<file path="src/rtl/hsm_pin_link_if.sv">
// Bundles the host byte-stream side and the pin-transceiver side of hsm_pin_link.
// The link engine is the slave; the host/peer model (or bench) is the master.
interface hsm_pin_link_if #(
    parameter int unsigned DATA_WIDTH = 8
);
    logic [DATA_WIDTH-1:0] tx_data;
    logic                  tx_valid;
    logic                  tx_ready;
    logic                  rd_en;
    logic [DATA_WIDTH-1:0] rx_data;
    logic                  rx_valid;
    logic                  rx_ready;
    logic                  pin_dir;
    logic [DATA_WIDTH-1:0] pin_tx_data;
    logic [DATA_WIDTH-1:0] pin_rx_data;
    logic                  wr_stb;
    logic                  rd_req;
    logic                  peer_ack;
    logic                  busy;
    logic                  err;

    modport master (
        output tx_data, tx_valid, rd_en, rx_ready, pin_rx_data, peer_ack,
        input  tx_ready, rx_data, rx_valid, pin_dir, pin_tx_data, wr_stb, rd_req, busy, err
    );

    modport slave (
        input  tx_data, tx_valid, rd_en, rx_ready, pin_rx_data, peer_ack,
        output tx_ready, rx_data, rx_valid, pin_dir, pin_tx_data, wr_stb, rd_req, busy, err
    );
endinterface

</file>
<file path="src/rtl/hsm_pin_link.sv">
// Half-duplex strobed parallel pin protocol engine: TX FIFO feeding strobed writes,
// request/acknowledge reads into a single holding register, and a peer-silence timeout.
module hsm_pin_link #(
    parameter int unsigned DATA_WIDTH = 8,
    parameter int unsigned TX_DEPTH   = 4,
    parameter int unsigned SETUP_CYC  = 2,
    parameter int unsigned STB_CYC    = 2,
    parameter int unsigned TIMEOUT    = 255
) (
    input logic           clk,
    input logic           rst_n,
    hsm_pin_link_if.slave bus
);
    localparam int unsigned PTR_W   = (TX_DEPTH > 1) ? $clog2(TX_DEPTH) : 1;
    localparam int unsigned CNT_W   = PTR_W + 1;
    localparam int unsigned TMR_MX0 = (SETUP_CYC > STB_CYC) ? SETUP_CYC : STB_CYC;
    localparam int unsigned TMR_MAX = (TMR_MX0 > TIMEOUT) ? TMR_MX0 : TIMEOUT;
    localparam int unsigned TMR_W   = $clog2(TMR_MAX + 1);

    localparam logic [TMR_W-1:0] SETUP_LAST = TMR_W'(SETUP_CYC - 1);
    localparam logic [TMR_W-1:0] STB_LAST   = TMR_W'(STB_CYC - 1);
    localparam logic [TMR_W-1:0] TO_LAST    = TMR_W'(TIMEOUT - 1);
    localparam logic [CNT_W-1:0] FULL_CNT   = CNT_W'(TX_DEPTH);

    localparam logic [2:0] IDLE       = 3'd0;
    localparam logic [2:0] WR_LOAD    = 3'd1;
    localparam logic [2:0] WR_SETUP   = 3'd2;
    localparam logic [2:0] WR_STROBE  = 3'd3;
    localparam logic [2:0] WR_HOLD    = 3'd4;
    localparam logic [2:0] RD_TURN    = 3'd5;
    localparam logic [2:0] RD_REQ     = 3'd6;
    localparam logic [2:0] RD_RELEASE = 3'd7;

    logic [2:0]            state_q, state_d;
    logic [TMR_W-1:0]      tmr_q, tmr_d;
    logic [DATA_WIDTH-1:0] mem [TX_DEPTH];
    logic [PTR_W-1:0]      wptr_q, rptr_q;
    logic [CNT_W-1:0]      count_q, count_d;
    logic                  tx_ready_q;
    logic                  pin_dir_q, pin_dir_d;
    logic [DATA_WIDTH-1:0] pin_tx_data_q, pin_tx_data_d;
    logic                  wr_stb_q, wr_stb_d;
    logic                  rd_req_q, rd_req_d;
    logic [DATA_WIDTH-1:0] rx_data_q, rx_data_d;
    logic                  rx_valid_q, rx_valid_d;
    logic                  err_q, err_d;
    logic                  busy_q;
    logic                  ack_meta_q, ack_sync_q;
    logic                  push, pop;

    // tx_ready comes from the registered count, so a full FIFO refuses a push even on a pop
    assign push = bus.tx_valid && tx_ready_q;

    // Next-state logic for the protocol FSM and its registered outputs
    always_comb begin
        state_d       = state_q;
        tmr_d         = tmr_q;
        pin_dir_d     = pin_dir_q;
        pin_tx_data_d = pin_tx_data_q;
        wr_stb_d      = wr_stb_q;
        rd_req_d      = rd_req_q;
        rx_data_d     = rx_data_q;
        rx_valid_d    = rx_valid_q;
        err_d         = 1'b0;
        pop           = 1'b0;
        if (rx_valid_q && bus.rx_ready) begin
            rx_valid_d = 1'b0;
        end
        unique case (state_q)
            IDLE: begin
                // A byte arriving this cycle still beats a read
                if (count_q != '0) begin
                    state_d = WR_LOAD;
                end else if (bus.rd_en && !rx_valid_q && !push) begin
                    state_d   = RD_TURN;
                    pin_dir_d = 1'b1;
                end
            end
            WR_LOAD: begin
                pop           = 1'b1;
                pin_tx_data_d = mem[rptr_q];
                pin_dir_d     = 1'b0;
                tmr_d         = '0;
                state_d       = WR_SETUP;
            end
            WR_SETUP: begin
                if (tmr_q == SETUP_LAST) begin
                    tmr_d    = '0;
                    wr_stb_d = 1'b1;
                    state_d  = WR_STROBE;
                end else begin
                    tmr_d = tmr_q + TMR_W'(1);
                end
            end
            WR_STROBE: begin
                if (tmr_q == STB_LAST) begin
                    wr_stb_d = 1'b0;
                    state_d  = WR_HOLD;
                end else begin
                    tmr_d = tmr_q + TMR_W'(1);
                end
            end
            WR_HOLD: begin
                state_d = IDLE;
            end
            RD_TURN: begin
                rd_req_d = 1'b1;
                tmr_d    = '0;
                state_d  = RD_REQ;
            end
            RD_REQ: begin
                if (ack_sync_q) begin
                    rx_data_d  = bus.pin_rx_data;
                    rx_valid_d = 1'b1;
                    rd_req_d   = 1'b0;
                    tmr_d      = '0;
                    state_d    = RD_RELEASE;
                end else if (tmr_q == TO_LAST) begin
                    err_d    = 1'b1;
                    rd_req_d = 1'b0;
                    state_d  = IDLE;
                end else begin
                    tmr_d = tmr_q + TMR_W'(1);
                end
            end
            RD_RELEASE: begin
                if (!ack_sync_q) begin
                    state_d = IDLE;
                end else if (tmr_q == TO_LAST) begin
                    err_d   = 1'b1;
                    state_d = IDLE;
                end else begin
                    tmr_d = tmr_q + TMR_W'(1);
                end
            end
            default: state_d = IDLE;
        endcase
    end

    // FIFO occupancy after this cycle's push/pop
    always_comb begin
        count_d = count_q;
        if (push && !pop) begin
            count_d = count_q + CNT_W'(1);
        end else if (!push && pop) begin
            count_d = count_q - CNT_W'(1);
        end
    end

    // FIFO storage; contents need no reset since the count gates every read
    always_ff @(posedge clk) begin
        if (push) begin
            mem[wptr_q] <= bus.tx_data;
        end
    end

    // Control state, FIFO pointers, ack synchroniser and registered outputs
    always_ff @(posedge clk or negedge rst_n) begin
        if (!rst_n) begin
            state_q       <= IDLE;
            tmr_q         <= '0;
            wptr_q        <= '0;
            rptr_q        <= '0;
            count_q       <= '0;
            tx_ready_q    <= 1'b1;
            pin_dir_q     <= 1'b1;
            pin_tx_data_q <= '0;
            wr_stb_q      <= 1'b0;
            rd_req_q      <= 1'b0;
            rx_data_q     <= '0;
            rx_valid_q    <= 1'b0;
            err_q         <= 1'b0;
            busy_q        <= 1'b0;
            ack_meta_q    <= 1'b0;
            ack_sync_q    <= 1'b0;
        end else begin
            state_q       <= state_d;
            tmr_q         <= tmr_d;
            if (push) wptr_q <= wptr_q + PTR_W'(1);
            if (pop)  rptr_q <= rptr_q + PTR_W'(1);
            count_q       <= count_d;
            tx_ready_q    <= (count_d != FULL_CNT);
            pin_dir_q     <= pin_dir_d;
            pin_tx_data_q <= pin_tx_data_d;
            wr_stb_q      <= wr_stb_d;
            rd_req_q      <= rd_req_d;
            rx_data_q     <= rx_data_d;
            rx_valid_q    <= rx_valid_d;
            err_q         <= err_d;
            busy_q        <= (state_d != IDLE);
            ack_meta_q    <= bus.peer_ack;
            ack_sync_q    <= ack_meta_q;
        end
    end

    assign bus.tx_ready    = tx_ready_q;
    assign bus.pin_dir     = pin_dir_q;
    assign bus.pin_tx_data = pin_tx_data_q;
    assign bus.wr_stb      = wr_stb_q;
    assign bus.rd_req      = rd_req_q;
    assign bus.rx_data     = rx_data_q;
    assign bus.rx_valid    = rx_valid_q;
    assign bus.err         = err_q;
    assign bus.busy        = busy_q;
endmodule

</file>
<file path="src/flat_wrapper.sv">
// flat-port wrapper written by rule: the top's interface ports become plain ports
module hsm_pin_link_flat 
#(
    parameter int unsigned DATA_WIDTH = 8,
    parameter int unsigned TX_DEPTH   = 4,
    parameter int unsigned SETUP_CYC  = 2,
    parameter int unsigned STB_CYC    = 2,
    parameter int unsigned TIMEOUT    = 255
)
  (clk, rst_n, bus_tx_data, bus_tx_valid, bus_rd_en, bus_rx_ready, bus_pin_rx_data, bus_peer_ack, bus_tx_ready, bus_rx_data, bus_rx_valid, bus_pin_dir, bus_pin_tx_data, bus_wr_stb, bus_rd_req, bus_busy, bus_err);
  hsm_pin_link_if #(.DATA_WIDTH(DATA_WIDTH)) bus_i ();
  input logic clk;
  input logic rst_n;
  input wire logic [$bits(bus_i.tx_data)-1:0] bus_tx_data;
  input wire logic [$bits(bus_i.tx_valid)-1:0] bus_tx_valid;
  input wire logic [$bits(bus_i.rd_en)-1:0] bus_rd_en;
  input wire logic [$bits(bus_i.rx_ready)-1:0] bus_rx_ready;
  input wire logic [$bits(bus_i.pin_rx_data)-1:0] bus_pin_rx_data;
  input wire logic [$bits(bus_i.peer_ack)-1:0] bus_peer_ack;
  output wire logic [$bits(bus_i.tx_ready)-1:0] bus_tx_ready;
  output wire logic [$bits(bus_i.rx_data)-1:0] bus_rx_data;
  output wire logic [$bits(bus_i.rx_valid)-1:0] bus_rx_valid;
  output wire logic [$bits(bus_i.pin_dir)-1:0] bus_pin_dir;
  output wire logic [$bits(bus_i.pin_tx_data)-1:0] bus_pin_tx_data;
  output wire logic [$bits(bus_i.wr_stb)-1:0] bus_wr_stb;
  output wire logic [$bits(bus_i.rd_req)-1:0] bus_rd_req;
  output wire logic [$bits(bus_i.busy)-1:0] bus_busy;
  output wire logic [$bits(bus_i.err)-1:0] bus_err;
  assign bus_i.tx_data = bus_tx_data;
  assign bus_i.tx_valid = bus_tx_valid;
  assign bus_i.rd_en = bus_rd_en;
  assign bus_i.rx_ready = bus_rx_ready;
  assign bus_i.pin_rx_data = bus_pin_rx_data;
  assign bus_i.peer_ack = bus_peer_ack;
  assign bus_tx_ready = bus_i.tx_ready;
  assign bus_rx_data = bus_i.rx_data;
  assign bus_rx_valid = bus_i.rx_valid;
  assign bus_pin_dir = bus_i.pin_dir;
  assign bus_pin_tx_data = bus_i.pin_tx_data;
  assign bus_wr_stb = bus_i.wr_stb;
  assign bus_rd_req = bus_i.rd_req;
  assign bus_busy = bus_i.busy;
  assign bus_err = bus_i.err;
  hsm_pin_link #(.DATA_WIDTH(DATA_WIDTH), .TX_DEPTH(TX_DEPTH), .SETUP_CYC(SETUP_CYC), .STB_CYC(STB_CYC), .TIMEOUT(TIMEOUT)) u_core (.clk(clk), .rst_n(rst_n), .bus(bus_i));
endmodule
</file>
<file path="config.mk">
export PLATFORM = sky130hd
export DESIGN_NAME = hsm_pin_link_flat
export DESIGN_NICKNAME = d
export VERILOG_FILES = /design/src/rtl/hsm_pin_link_if.sv /design/src/rtl/hsm_pin_link.sv /design/src/flat_wrapper.sv
export SDC_FILE = /design/constraint.sdc
export NUM_CORES = 1
export LEC_CHECK = 0
export ABC_CLOCK_PERIOD_IN_PS = 1850
export BUFFER_PORTS_ARGS = -buffer_cell sky130_fd_sc_hd__buf_2
export CAP_MARGIN = 20
export CORE_MARGIN = 2
export CORE_UTILIZATION = 53
export CTS_BUF_LIST = sky130_fd_sc_hd__clkbuf_4 sky130_fd_sc_hd__clkbuf_8
export DETAILED_ROUTE_END_ITERATION = 7
export PLACE_DENSITY = 0.87
export SLEW_MARGIN = 5
export SYNTH_ARGS = -nofsm -noshare
export SYNTH_HDL_FRONTEND = slang
export SYNTH_SLANG_ARGS = --single-unit
</file>
<file path="constraint.sdc">
create_clock -name clk -period 1.85 [get_ports clk]
set_input_delay 0.2775 -clock clk [delete_from_list [all_inputs] [get_ports clk]]
set_output_delay 0.2775 -clock clk [all_outputs]
set_load 0.01 [all_outputs]
</file>
==> metrics.md <==
| Metric | Value |
|---|---|
| Skew-Pair Late Insertion Delay | 0.36 ns |
| Vias in the first global route | 2297 |
| Vias | 2167 |
| Final antenna-violating net count | 0 |
| Mapped Cells | 235 |
| Max incr delay on CP | 0.40 ns |
| CP max-delay cell | dfrtp_1 |
| Gr ovfl total | 0 |
| Critical path endpoint category | flip-flop |
| GP Congestion | 0.809 |
| Final Hold Vio Count | 0 |
| Max-Slew Margin vs Limit | 68.2% |
| FF/Latch Area | 0.00204 sq mm |
| Int Pwr | 0.00410 W |
| Ys async rst share | 57.3% |
| Initial antenna violation count | 0 |
| Max-Cap Viols | 0 |
| CTS tree | yes |
| Crit path time final | 1.81 ns |
| Final Setup Violations | 0 |
| Seq/Total Area, Yosys | 61.5% |
| PD cells | 1580 mW/mm^2 |
| Primary FF master, synth | dfrtp_1 |
| Critical path launch point type | flip-flop |
| Mean Syn Cell Area | 14.1 sq um |
| Area of the die | 0.00690 sq mm |
| FMAX | 0.553 GHz |
| Layout cells sized above 1 | 40.8% |
| FILL cells | 400 |
| #FFs+latches synth | 75 |
| Port Buffers | 44 |
| Number of flops mapped to enable cells by yosys | 32 |
| Status | finished clean |
| Vias per std cell | 5.69 |
| Switch share | 35.2% |
| GRT Resource Usage Total | 20.0% |
| Synth Warn # | 0 |
| Worst clock skew | 0.00825 ns |
| Crit path kind | reg2reg |
| Combinational share of power | 38.4% |
| Synthesis-to-finish area growth | 20.6% |
| Pins Over Slew Limit | 0 |
| Total power | 0.00633 W |
| Hold Path Class | in2reg |
| Routed WL | 6610 um |
| I/O pins | 45 |
| Most common cell after layout, fill and taps aside | buf_2 |
| Finished Cell Area | 0.00400 sq mm |
| Die width | 83.1 um |
| Clock Pin Slew Worst Setup and Hold Paths | 0.07 ns |
| DP HPWL | 4440 um |
| Final period utilization | 97.7% |
| Syn nets | 267 |
| Most frequent cells in the layout | buf_2 (44), dfrtp_1 (37), edfxtp_1 (32) |
| Max IR drop VDD | 0.947 mV |
| # DRC | 0 |
| Power share of the sequential group | 41.6% |
| Final core occ | 66.7% |
| # diodes | 0 |
| Initial core utilization | 55.3% |
| Psw | 0.00223 W |
| Worst Path Max Fanout | 7 |
| # rows | 28 |
| Worst Max-Slew Pin Slew | 0.476 ns |
| Multi-input gate area | 0.00123 sq mm |
| WP data required | 2.09 ns |
| First-pass GRT wire length | 10800 um |
| H-tree lvl count | 3 |
| Nets | 333 |
| Post-synthesis instance area | 0.00331 sq mm |
| CTS buffer count | 9 |
| CP cell instances | nor4_2, and3_4, o31a_1, o21ai_0, a22o_1 |
| Clk Tree Root Cell | clkbuf_8 |
| Leakage power | 1.69 nW |
| Clock buffer depth | 2 |
| Average routed wire per standard cell | 17.3 um |
| DIE HEIGHT | 83.1 um |
| Clock net sink count | 75 |
| Clock share of power | 20.0% |
| Critical Path AT | 2.05 ns |
| Router iterations before antenna repair | 5 |
| Iter 0 DRT Violations | 162 |
| Largest net degree at the start of global routing | 25 |
| Area after DPL | 0.00370 sq mm |
| Library cells used by synthesis | 53 |
| Core area | 0.00599 sq mm |
## registers in the layout, indices dropped and copies added, names as in the netlist
register / count
u_core.bus.pin_tx_data: 8
u_core.bus.busy: 1
u_core.bus.pin_dir: 1
u_core.mem: 32
u_core.state_q: 3
u_core.ack_meta_q: 1
u_core.bus.rx_valid: 1
u_core.bus.wr_stb: 1
u_core.ack_sync_q: 1
u_core.count_q: 3
u_core.wptr_q: 2
u_core.bus.err: 1
u_core.rptr_q: 2
u_core.bus.rd_req: 1
u_core.tmr_q: 8
u_core.bus.rx_data: 8
u_core.bus.tx_ready: 1
## layer usage
metal | part of all wire (%) | wire length, um | vias up | global-route usage (%)
met5 | 0 | 0 | - | 0
met4 | 1.7 | 112 | 0 | 11.5
met3 | 6.0 | 394 | 13 | 3.28
met2 | 51 | 3400 | 83 | 34.0
met1 | 41 | 2700 | 1058 | 24.0
li1 | - | - | 1013 | -
## synthesized netlist by cell type (all sizes together) (5+ instances only)
cell type  instances  share of area (%)
mux4               8                5.4
inv               12                1.4
mux2              17                5.8
ha                10                3.8
and3               7                1.4
nand2             10                1.1
a21oi              7                1.1
dfrtp             41                 31
edfxtp            32                 29
xnor2              5                1.3
o21ai              7                1.1
nor2              13                1.5
nand3              6               0.91
buf                9                1.8
## power groups by stage
stage	Combinational (W)	Sequential (W)	Clock [W]
after global placement	0.00217	0.00262	0
after global routing	0.00265	0.00271	0.00135
after CTS	0.00232	0.00263	0.00128
after floorplan	0.00159	0.00263	0
after detailed placement	0.00228	0.00266	0
final	0.00243	0.00263	0.00127
## repair_timing
item	CTS	global route
endpoints found under the setup margin	3	10
endpoints found under the hold margin	18	0
hold buffers	1	0
cloned	1	0
resized for setup	1	14
buffers inserted	0	3
pin swaps	1	4
## worst paths after layout
path | slack (ns) | cells past startpoint | from | end
worst max-delay path | 0.04 | 5 | u_core.tmr_q[5]$_DFFE_PN0P_ | u_core.tmr_q[5]$_DFFE_PN0P_
worst min-delay path | 0.03 | 1 | bus_peer_ack | u_core.ack_meta_q$_DFF_PN0_
worst max register to register | 0.04 | 5 | u_core.tmr_q[5]$_DFFE_PN0P_ | u_core.tmr_q[5]$_DFFE_PN0P_
worst min register to register | 0.36 | 0 | u_core.ack_meta_q$_DFF_PN0_ | u_core.ack_sync_q$_DFF_PN0_
max in group asynchronous | 0.87 | 3 | rst_n | u_core.bus.tx_ready$_DFF_PN1_
min in group asynchronous | 0.42 | 2 | rst_n | u_core.ack_meta_q$_DFF_PN0_
## through the flow
stage	cells	setup WS [ns]	hold WS, ns	TNS (ns)
after floorplan	235	0.101	-0.0181	0
after global placement	360	0.0651	0.265	0
after detailed placement	360	-0.0137	0.275	-0.0217
after CTS	378	0.0107	0.0251	0
after global routing	381	-0.0386	0.0193	-0.0517
final	381	0.0431	0.0338	0
## worst max-delay path: cells and delay by family, from the launching register on
family / cells / cell delay [ns]
flip-flops: 1 / 0.40
AND/OR/NAND/NOR: 2 / 0.65
AO/OA/AOI/OAI: 3 / 0.65
## cells by family (layout without fill, tap and decap cells)
| group | count (synthesis) | count (layout) | share of synthesized area (%) |
|---|---|---|---|
| fa+ha+maj | 10 | 10 | 3.78 |
| buf+inv | 22 | 92 | 3.25 |
| simple gates | 56 | 56 | 9.29 |
| mux | 27 | 27 | 11.8 |
| flops | 75 | 75 | 61.5 |
| compound gates | 38 | 39 | 8.49 |
| xor+xnor | 7 | 7 | 1.85 |
## cell type report
type                    instances  share of cell area (%)
flip-flops and latches         75                    51.1
multi-input cells             139                    30.7
repair buffers                 64                    9.64
clock buffers                   9                    3.10
well taps                      75                    2.35
clock inverters                 7                    1.91
inverters                      12                    1.13
Power figures use the tool's default switching activity.
